===== src/rtl/capture_timer_mc.sv =====
// Multi-channel capture timer: each channel owns a saturating counter, a
// one-entry capture register with valid/ready handshake, and sticky status flags.
module capture_timer_mc #(
  parameter int TIMER_BITWIDTH = 32,
  parameter int NB_CAPTURES    = 10
) (
  input  logic                                  clk_i,
  input  logic                                  rst_an_i,
  input  logic [NB_CAPTURES-1:0]                start_in_rising_i,
  input  logic [NB_CAPTURES-1:0]                capture_in_rising_i,
  input  logic [NB_CAPTURES-1:0]                rst_capture_in_rising_i,
  input  logic [NB_CAPTURES-1:0]                mode_cont_i,
  input  logic [NB_CAPTURES-1:0]                capture_ready_i,
  output logic [TIMER_BITWIDTH*NB_CAPTURES-1:0] captured_o,
  output logic [TIMER_BITWIDTH*NB_CAPTURES-1:0] counter_o,
  output logic [NB_CAPTURES-1:0]                capture_valid_o,
  output logic [NB_CAPTURES-1:0]                overflow_o,
  output logic [NB_CAPTURES-1:0]                missed_o,
  output logic [2*NB_CAPTURES-1:0]              state_o
);

  typedef enum logic [1:0] {
    ST_IDLE     = 2'd0,
    ST_COUNTING = 2'd1,
    ST_CAPTURED = 2'd2,
    ST_ILLEGAL  = 2'd3
  } state_e;

  for (genvar g = 0; g < NB_CAPTURES; g++) begin : g_ch
    state_e                    state_q, state_d;
    logic [TIMER_BITWIDTH-1:0] cnt_q, cnt_d;
    logic [TIMER_BITWIDTH-1:0] cap_q, cap_d;
    logic                      valid_q, valid_d;
    logic                      ovf_q, ovf_d;
    logic                      miss_q, miss_d;

    logic start, capture, rst_cap, mode_cont, ready;
    assign start     = start_in_rising_i[g];
    assign capture   = capture_in_rising_i[g];
    assign rst_cap   = rst_capture_in_rising_i[g];
    assign mode_cont = mode_cont_i[g];
    assign ready     = capture_ready_i[g];

    // NOTE: every signal driven here gets a default first so no latch is inferred.
    always_comb begin
      state_d = state_q;
      cnt_d   = cnt_q;
      cap_d   = cap_q;
      valid_d = valid_q;
      ovf_d   = ovf_q;
      miss_d  = miss_q;

      if (valid_q && ready) begin
        valid_d = 1'b0;
      end

      case (state_q)
        ST_IDLE: begin
        end
        ST_COUNTING: begin
          if (cnt_q == '1) begin
            ovf_d = 1'b1;
          end else begin
            cnt_d = cnt_q + 1'b1;
          end
          // Start and rst_capture both take precedence over a capture.
          if (capture && !start && !rst_cap) begin
            if (!valid_q || ready) begin
              cap_d   = cnt_q;
              valid_d = 1'b1;
              if (!mode_cont) begin
                state_d = ST_CAPTURED;
              end
            end else begin
              miss_d = 1'b1;
            end
          end
        end
        ST_CAPTURED: begin
          if (rst_cap) begin
            state_d = ST_IDLE;
          end
        end
        default: begin
          state_d = ST_IDLE;
        end
      endcase

      if (rst_cap) begin
        cap_d   = '0;
        valid_d = 1'b0;
        miss_d  = 1'b0;
      end

      if (start) begin
        cnt_d   = '0;
        ovf_d   = 1'b0;
        miss_d  = 1'b0;
        state_d = ST_COUNTING;
      end
    end

    // NOTE: sequential state uses non-blocking assignments only.
    always_ff @(posedge clk_i) begin
      if (!rst_an_i) begin
        state_q <= ST_IDLE;
        cnt_q   <= '0;
        cap_q   <= '0;
        valid_q <= 1'b0;
        ovf_q   <= 1'b0;
        miss_q  <= 1'b0;
      end else begin
        state_q <= state_d;
        cnt_q   <= cnt_d;
        cap_q   <= cap_d;
        valid_q <= valid_d;
        ovf_q   <= ovf_d;
        miss_q  <= miss_d;
      end
    end

    assign counter_o[g*TIMER_BITWIDTH +: TIMER_BITWIDTH]  = cnt_q;
    assign captured_o[g*TIMER_BITWIDTH +: TIMER_BITWIDTH] = cap_q;
    assign capture_valid_o[g]                             = valid_q;
    assign overflow_o[g]                                  = ovf_q;
    assign missed_o[g]                                    = miss_q;
    assign state_o[2*g +: 2]                              = state_q;
  end

endmodule


===== config.mk =====
export PLATFORM = sky130hd
export DESIGN_NAME = capture_timer_mc
export DESIGN_NICKNAME = d
export VERILOG_FILES = /design/src/rtl/capture_timer_mc.sv
export SDC_FILE = /design/constraint.sdc
export NUM_CORES = 1
export LEC_CHECK = 0
export CAP_MARGIN = 10
export CORE_AREA = 10 10 284 286
export CTS_CLUSTER_DIAMETER = 120
export DETAILED_ROUTE_END_ITERATION = 6
export DIE_AREA = 0 0 294 296
export DONT_BUFFER_PORTS = 1
export PLACE_DENSITY = 0.53
export SYNTH_ARGS = -nofsm -noshare
export SYNTH_HDL_FRONTEND = slang
export SYNTH_SLANG_ARGS = --single-unit

===== constraint.sdc =====
create_clock -name clk_i -period 5.88 [get_ports clk_i]
set_input_delay 1.176 -clock clk_i [delete_from_list [all_inputs] [get_ports clk_i]]
set_output_delay 1.176 -clock clk_i [all_outputs]
set_load 0.02 [all_outputs]

==> results_dict.tcl <==
set metrics [dict create \
    status "finished, final reports clean" \
    final_cells 4451 \
    path_cells "nand4_1, nor3_1, nand4_1, nand3_1, or4_1, nand2_1" \
    grt_first_pass_wirelength_um 142000 \
    vias 23600 \
    drive_gt1_frac 0.0571 \
    cts_made_buffers 77 \
    cts.sinks 690 \
    met2_usage 0.344 \
    worstPathArrival_ns 3.42 \
    pwr_density_cell_mw_per_mm2 312 \
    cpMostUsedCell "nand4_1" \
    final_nets 3472 \
    n_fill_cell 7551 \
    cts.path.max_buffers 3 \
    clk_latency_ns 0.61 \
    grt_pass1_vias 21800 \
    cp.required_ns 6.36 \
    die_h_um 296 \
    ctsHoldBuffers 0 \
    path_buf_inv 0 \
    grtUsageTotal 0.207 \
    overflow 0 \
    async_flop_share 0 \
    route.detailed.drc 0 \
    vias_per_cell 5.30 \
    finalSetupViolCount 0 \
    gp_congestion 0.883 \
    critPathTopFamily "simple AND/OR/NAND/NOR gates" \
    ir_drop_mv 0.170 \
    synth.yosys.seq_area_share 0.488 \
    grt_max_degree 37 \
    cts-root-buf "clkbuf_16" \
    grt-busiest-layer "met2" \
    crit_type "flip-flop to flip-flop" \
    grt_use_met3 0.0881 \
    yosysUniqueCellTypes 56 \
    syn_avg_cell_area_sq_um 8.09 \
    p_leak_uw 0.00969 \
    postCtsSetupBuffers 0 \
    cp-end-kind "flip-flop" \
    crit_slowest_cell "nand4_1" \
    syn_to_final_growth_pct 11.6 \
    cp_max_fo 15 \
    critPathMaxStageDelay_ns 0.68 \
    met1_usage 0.233 \
    dr.pass1.iters 6 \
    maxCapViolCount 0 \
    synth_edf_count 0 \
    ios 742 \
    min-delay-start "g_ch[3].cap_q[1]$_SDFFE_PP0P_" \
    worstReg2RegStart "g_ch[1].cnt_q[29]$_SDFFE_PP0P_" \
    dp_cells 4308 \
    die-area_sq_mm 0.0870 \
    initial_utilization 0.376 \
    worstMarginPinSlew_ns 1.14 \
    core_area_sq_mm 0.0752 \
    synth-seq-cells 690 \
    maxSlewViolCount 0 \
    hold_viol 0 \
    skew_ns 0.0233 \
    routed_wl_um 96000 \
    antenna_left 0 \
    syn_inst 3496 \
    hold_path_class "flip-flop to flip-flop" \
    io_buffers 0 \
    cts_resized 0 \
    drt_iter0_markers 1350 \
    clkSlewWorstSetupHoldPaths_ns 0.05 \
    slew_headroom 0.241 \
    htreeDepth 3 \
    rsz0062_at_grt "false" \
    timing.hold.ws_ns 0.557 \
    setup_tns_ns 0 \
    final.min_clock_period_ns 2.94 \
    yosys_warnings 0 \
    syn_nets 3558 \
    row_count 101 \
    die_w_um 294 \
    wire_per_inst_um 21.6 \
    antenna_found_initial 3 \
    startpoint_type "flip-flop" \
    detailed_place_hpwl_um 71100 \
    cts_tree "built" \
    cp-startpoint "g_ch[1].cnt_q[29]$_SDFFE_PP0P_" \
    period_share 0.500 \
    yosys_most_used_dff "dfxtp_1" \
    max_freq_mhz 340 \
    synth_area_sq_mm 0.0283 \
]
where the power goes:
part	switching (uW)	internal (uW)	leakage [uW]
logic	152	40.6	0.00287
registers	32.0	4680	0.00556
clock network	1990	2950	0.00127
routing by layer:
layer | vias to the layer above | share of wire
met5 | - | 0
met4 | 0 | 0.033
met3 | 146 | 0.11
met2 | 720 | 0.48
met1 | 11000 | 0.38
li1 | 11700 | -
metrics by stage:
step                      total power [uW]  setup slack [ns]  area (sq um)  utilization
after floorplan                       4950              3.18         28300            -
after global placement                5010              2.83         28900        0.385
after detailed placement              5010              2.79         28900        0.385
after CTS                             9980              2.95         31500        0.419
after global routing                 10200              2.68         31600        0.420
final                                 9850              2.94         31600        0.420
synth_stat cells (2+ instances only):
cell type,n,area (sq um)
nor4_1,25,156
a41oi_1,4,35.0
nor2b_1,22,138
a211oi_1,2,15.0
or4_1,13,97.6
nand4_1,123,769
a21o_1,2,15.0
clkbuf_1,166,623
o21ai_0,48,240
inv_1,24,90.1
o31a_1,5,43.8
a31o_2,2,17.5
buf_4,30,225
a2111oi_2,2,30.0
xor2_1,159,1390
a21oi_1,401,2010
mux2_2,2,22.5
o21ai_1,5,25.0
ha_1,10,125
nor3_1,79,395
or3b_2,7,61.3
nand2_1,787,2950
mux2i_1,7,70.1
or2_2,11,68.8
nand4b_1,4,35.0
and3_1,62,388
nor3b_1,19,143
xnor2_1,94,823
o211ai_1,12,90.1
nand3_1,116,581
nand2b_1,45,282
and4_1,41,359
o31ai_1,3,22.5
nor2_1,369,1390
nor4bb_1,2,20.0
a31oi_1,13,81.3
nor4b_1,7,61.3
or3_1,47,294
dfxtp_1,690,13800
and2_1,20,125
state kept, by name, summed over array words and instances, names as in the netlist:
signal and cells:
g_ch.ovf_q 10, g_ch.valid_q 10, g_ch.cnt_q 320, g_ch.miss_q 10
g_ch.state_q 20, g_ch.cap_q 320
worst min-delay path: cells and delay by family (launching register included):
kind	cells	cell delay [ns]
and+or+nand+nor	1	0.08
DFF	1	0.37
AOI/OAI and AO/OA	1	0.05
path summary, 6_finish.rpt:
path,to,slack [ns],cells past startpoint
hold reg to reg,g_ch[3].cap_q[1]$_SDFFE_PP0P_,0.56,2
hold / removal,g_ch[3].cap_q[1]$_SDFFE_PP0P_,0.56,2
setup reg to reg,g_ch[1].cnt_q[25]$_SDFFE_PP0P_,2.94,6
setup / recovery,g_ch[1].cnt_q[25]$_SDFFE_PP0P_,2.94,6
layout by cell type (no fill, tap or decap), types with 41 or more instances in the layout:
master and n:
nand2_1 786, dfxtp_1 690, a21oi_1 401, nor2_1 359, xor2_1 159, nand4_1 123
nand3_1 116, xnor2_1 94, nor3_1 79, clkbuf_16 78, and3_1 62, o21ai_0 48
or3_1 47, nand2b_1 43, and4_1 41
kinds of logic (layout without fill, tap and decap cells):
group                      Yosys count  in the layout  share of synthesized area
adders and majority gates           10             10                    0.00442
DFF                                690            690                      0.488
other                                0              4                          0
buffers and inverters              222            195                     0.0335
muxes                                9              9                    0.00327
AOI/OAI and AO/OA                  506            506                     0.0955
xor gates and xnor gates           253            253                     0.0783
and+or+nand+nor                   1806           1806                      0.297
layout make-up:
class	count	area, sq um	area share
multi-input cells	2584	13600	0.430
clock buffers	110	2220	0.0704
clock inverters	28	374	0.0119
repair buffers	33	268	0.00848
flip-flops and latches	690	13800	0.438
well taps	978	1220	0.0388
inverters	24	90.1	0.00285
diodes	4	10.0	0.000317
Power figures use the tool's default switching activity.
